`src/rtl/multiplier_128b_arbiter.sv`:
```
// Round-robin arbiter that shares one LAT-stage pipelined multiplier among NUM_REQ requesters.
// Define MUL_ARB_PERF_EN to add the oIssueCnt/oStallCnt performance counters.
module multiplier_128b_arbiter #(
  parameter int unsigned NUM_REQ = 4,
  parameter int unsigned DATA_W  = 128,
  parameter int unsigned LAT     = 5,
  parameter int unsigned TAG_W   = 2
) (
  input  logic                        iClk,
  input  logic                        iRst,
  input  logic                        iFlush,
  input  logic [NUM_REQ-1:0]          iReqValid,
  output logic [NUM_REQ-1:0]          oReqReady,
  input  logic [NUM_REQ*DATA_W-1:0]   iReqData0,
  input  logic [NUM_REQ*DATA_W-1:0]   iReqData1,
  output logic [NUM_REQ-1:0]          oRspValid,
  input  logic [NUM_REQ-1:0]          iRspReady,
  output logic [2*DATA_W-1:0]         oRspData,
  output logic                        oMulEn,
  output logic                        oMulClr,
  output logic [DATA_W-1:0]           oMulData0,
  output logic [DATA_W-1:0]           oMulData1,
  input  logic [2*DATA_W-1:0]         iMulData,
  output logic                        oBusy
`ifdef MUL_ARB_PERF_EN
  ,
  output logic [31:0]                 oIssueCnt,
  output logic [31:0]                 oStallCnt
`endif
);

  localparam int unsigned   CNT_W   = 32;
  localparam logic [TAG_W-1:0] PTR_RST = TAG_W'(NUM_REQ - 1);

  logic [LAT-1:0]   r_vld;
  logic [TAG_W-1:0] r_tag [LAT];
  logic [TAG_W-1:0] r_ptr;

  logic             w_head_blocked;
  logic             w_en;
  logic             w_any;
  logic             w_grant;
  logic [TAG_W-1:0] w_win;
  logic [TAG_W-1:0] w_head_tag;
  int unsigned      w_idx;

  assign w_head_tag     = r_tag[LAT-1];
  assign w_head_blocked = r_vld[LAT-1] & ~iRspReady[w_head_tag];
  assign w_en           = ~iRst & ~iFlush & ~w_head_blocked;
  assign w_grant        = w_en & w_any;

  // Round-robin search starting just after the last winner
  always_comb begin
    w_any = 1'b0;
    w_win = r_ptr;
    w_idx = 0;
    for (int unsigned i = 1; i <= NUM_REQ; i++) begin
      w_idx = (CNT_W'(r_ptr) + i) % NUM_REQ;
      if (!w_any && iReqValid[w_idx]) begin
        w_any = 1'b1;
        w_win = TAG_W'(w_idx);
      end
    end
  end

  always_comb begin
    oReqReady = '0;
    oMulData0 = '0;
    oMulData1 = '0;
    oRspValid = '0;
    if (w_grant) begin
      oReqReady[w_win] = 1'b1;
      oMulData0 = iReqData0[CNT_W'(w_win)*DATA_W +: DATA_W];
      oMulData1 = iReqData1[CNT_W'(w_win)*DATA_W +: DATA_W];
    end
    if (!iRst && !iFlush && r_vld[LAT-1]) begin
      oRspValid[w_head_tag] = 1'b1;
    end
  end

  assign oRspData = iRst ? '0 : iMulData;
  assign oMulEn   = w_en;
  assign oMulClr  = iRst | iFlush;
  assign oBusy    = ~iRst & (|r_vld);

  // Tag shadow pipeline advances in lockstep with the multiplier enable
  always_ff @(posedge iClk) begin
    if (iRst) begin
      r_vld <= '0;
      for (int i = 0; i < LAT; i++) r_tag[i] <= '0;
      r_ptr <= PTR_RST;
    end else if (iFlush) begin
      r_vld <= '0;
    end else if (w_en) begin
      r_vld    <= {r_vld[LAT-2:0], w_any};
      r_tag[0] <= w_win;
      for (int i = 1; i < LAT; i++) r_tag[i] <= r_tag[i-1];
      if (w_any) r_ptr <= w_win;
    end
  end

`ifdef MUL_ARB_PERF_EN
  logic [31:0] r_issue_cnt;
  logic [31:0] r_stall_cnt;

  always_ff @(posedge iClk) begin
    if (iRst) begin
      r_issue_cnt <= '0;
      r_stall_cnt <= '0;
    end else begin
      if (w_grant)        r_issue_cnt <= r_issue_cnt + 32'd1;
      if (w_head_blocked) r_stall_cnt <= r_stall_cnt + 32'd1;
    end
  end

  assign oIssueCnt = iRst ? '0 : r_issue_cnt;
  assign oStallCnt = iRst ? '0 : r_stall_cnt;
`endif

endmodule
```
`config.mk`:
```
export PLATFORM = sky130hd
export DESIGN_NAME = multiplier_128b_arbiter
export DESIGN_NICKNAME = d
export VERILOG_FILES = /design/src/rtl/multiplier_128b_arbiter.sv
export SDC_FILE = /design/constraint.sdc
export NUM_CORES = 1
export LEC_CHECK = 0
export CAP_MARGIN = 20
export CORE_AREA = 2 2 703 705
export CTS_BUF_LIST = sky130_fd_sc_hd__clkbuf_8
export CTS_CLUSTER_SIZE = 40
export DETAILED_ROUTE_END_ITERATION = 8
export DIE_AREA = 0 0 705 707
export GPL_TIMING_DRIVEN = 0
export HOLD_SLACK_MARGIN = 0.08
export SLEW_MARGIN = 20
export SYNTH_ARGS = -nofsm -noshare
export SYNTH_HDL_FRONTEND = slang
export SYNTH_SLANG_ARGS = --single-unit
```
`constraint.sdc`:
```
create_clock -name iClk -period 6.1 [get_ports iClk]
set_input_delay 1.83 -clock iClk [delete_from_list [all_inputs] [get_ports iClk]]
set_output_delay 1.83 -clock iClk [all_outputs]
set_load 0.005 [all_outputs]
```
==> qor.txt, run 1 <==
status: finished with violations
failing checks: setup timing
GRT Total Usage: 0.177
fillcell total: 57,200
Total Power: 4.77 mW
Hold Crit Class: flop to flop
Worst-path clk slew: 70 ps
Die Height: 707 um
clk root buf: clkbuf_8
Post-Synthesis Cells: 1,252
final worst slack: -123 ps
Buf/Inv on CP: 6
FF-to-FF Start: r_ptr[1]
Routed Antenna Nets: 0
DR WL/cell: 46.9 um
CP startpoint kind: primary input
Routed WL: 460,000 um
Max-cap violations: 0
CTS tree: done
endpoints failing hold: 0
Slew Limit Fails: 0
simple logic cell fraction of the synthesized area: 0.158
Final HPWL DP: 436,000 um
Port Buf Inserts: 1,812
mux contribution to synthesized area: 0.452
DR pass1 iterations: 5
CP Data Arrival Time: 4390 ps
initial antenna violation count: 513
Die X: 705 um
worst-path cell chain: buf_8, a21oi_4, a31oi_4, a21oi_4, buf_12, buf_16, buf_16, buf_16, mux2i_4, o22ai_2, buf_6
die area: 498,000 um2
Sw Pwr: 2.61 mW
routed vias/inst: 2.25
clock skew: 3.23 ps
R2R Setup Slk: 3620 ps
combinational share of power: 0.955
sequential standard cell area: 440 um2
Synth Area in Compound Gates: 0.266
power density over the cells: 116 nW/um2
final setup vio count: 2
nets@finish: 4,427
R2R cell count: 12
fin crit period: 6220 ps
Post-Syn Area: 11,500 um2
gpl congestion: 1.09
Initial Util: 0.0234
CP peak stage delay: 710 ps
first-pass GRT wire length: 505,000 um
flops & latches, synth: 17
Flop pwr share: 0.028
xor/xnor cell area share of the yosys netlist: 0
CTS max path bufs: 2
largest net degree at the start of global routing: 11
CP max stage cell: mux2i_4
Worst setup EP type: output port
P&R area growth vs syn: 257%
hold-critical path endpoint: r_vld[4]
Slew HR: 0.397
post-synthesis adder-cell area fraction: 0
pin slew with the least headroom to its limit: 905 ps
Clock Sinks: 17
worst path required time: 4270 ps
WS Path Type: primary input to output port
Post-Syn Area per Cell: 9.19 um2
Num CTS Buffers: 3
I/O pins: 1,814
Static Leak: 13.2 nW
DR vias: 22,100
DRC: 0
Worst R2R End: r_tag[0][1]
crit-path most repeated cell: buf_16
core area: 492,000 um2
multi-input logic area: 11,600 um2
post-route cell area: 41,100 um2
Worst Path Max Fanout: 6
largest family of logic cells by synthesized area: multiplexers
commonest non-fill, non-tap cell in the layout: clkdlybuf4s50_1
Hold Startpoint: r_vld[3]
CP top delay family: buffers and inverters
vias in the first global route: 20,600
sequential share of the synthesized area: 0.0383
maximum VDD drop: 78.1 uV
grt ovf: 0
RSZ-0062 raised after global routing: yes
switch share: 0.548
Final Util: 0.0836
P_int: 2.16 mW
ratio of cells with drive above 1 in the final layout: 0.236
FP Rows: 258
initial DRC count: 1,424
Max Freq: 161 MHz
syn_nets: 2,543
htree depth: 1
Clk pwr share: 0.017
hold depth: 2
most frequent cells in the layout: 1,551 x clkdlybuf4s50_1, 386 x mux2i_1, 259 x nor2b_1
placed instance area: 37,900 um2
Synth cell types: 26
later-pin clock latency in the skew report: 270 ps
Synth warnings: 0
final period utilization: 1.02
## through the flow
stage                     hold slack [ps]  cells  setup WS, ps  setup TNS (ps)
after floorplan                       438   1252           991               0
after global placement                454   9564         -5010         -841340
after detailed placement              458   9568         -3720         -631030
after CTS                             468   9622         -70.3            -304
after global routing                  500   9667         -81.4            -337
final                                 477   9809          -123            -188
## logic make-up (layout without fill, tap and decap cells)
family | after synthesis | in the layout
AOI/OAI and AO/OA | 268 | 268
buffers and inverters | 150 | 2033
DFF | 17 | 17
muxes | 519 | 519
other | 0 | 174
and+or+nand+nor | 298 | 298
## power groups by stage
stage | Combinational, mW | Sequential (mW) | Clock [mW]
detailed placement | 4.07 | 0.135 | 0
global route | 4.66 | 0.133 | 0.0879
floorplan | 1.06 | 0.133 | 0
finish | 4.55 | 0.133 | 0.0828
global placement | 4.04 | 0.135 | 0
CTS | 4.56 | 0.133 | 0.0848
## worst register-to-register path: stages (launching register included)
cell and delay (ps):
dfxtp_1 300, buf_2 230, a21oi_4 100, a31oi_4 190, a21oi_4 80, buf_12 160
buf_16 230, buf_16 190, buf_16 150, buf_16 150, buf_12 160, buf_4 170
and2_1 120
## routing by layer
layer  vias up  part of all wire  GRT usage
met5         -            0.0024          0
met4       170             0.044     0.0524
met3       857              0.14      0.108
met2      2038              0.41      0.263
met1     10300              0.41      0.211
li1       8704                 -          -
## what timing repair did
item | 4_1_cts | 5_1_grt
hold buffers | 0 | 0
endpoints found under the setup margin | 302 | 63
gates resized for setup | 1371 | 39
gates cloned | 4 | 1
pin swaps | 25 | 5
setup buffers | 48 | 14
## worst max path at each step
stage / start / end / cells after the start
floorplan: iRst / oMulData0[0] / 9
global placement: iReqValid[0] / oMulData0[13] / 9
detailed placement: iReqValid[0] / oMulData0[120] / 10
CTS: iReqValid[2] / oMulData0[119] / 9
global route: iReqValid[0] / oMulData1[0] / 11
finish: iReqValid[1] / oMulData1[0] / 11
## synth_stat cells
master,n,area [um2]
a22oi_1,1,7.51
clkbuf_1,37,139
o22ai_2,218,2730
nor2b_1,259,1620
o22ai_1,39,244
nand2_1,4,15.0
a21oi_1,4,20.0
a211o_1,1,8.76
or4_1,1,7.51
buf_4,4,30.0
or2_2,1,6.26
a31oi_1,1,6.26
mux2i_1,519,5190
nand2_2,1,6.26
nor2_1,14,52.6
buf_6,45,507
a221oi_2,2,30.0
nor3_1,4,20.0
and2_1,11,68.8
inv_1,4,15.0
dfxtp_1,7,140
nand2b_1,3,18.8
edfxtp_1,10,300
buf_2,59,295
a21o_1,2,15.0
inv_2,1,3.75
## flip-flops by register name, summed over array words and instances (netlist names)
register,cells
r_ptr,2
r_tag,10
r_vld,5
## cell type report
type	count	share of cell area
buffer	142	0.0423
sequential	17	0.0107
clock buffer	3	0.00101
multi-input combinational	1085	0.283
tap	6500	0.198
inverter	5	0.000457
clock inverter	1	0.0000914
timing repair buffer	1882	0.454
antenna	174	0.0106
No activity file was read; power rests on OpenSTA's default activity.
==> run 2: changes to the inputs <==
- HOLD_SLACK_MARGIN: 0.08 -> default
==> results of run 2 <==
The final DEF is identical to that of run 1; final timing and power are the same.
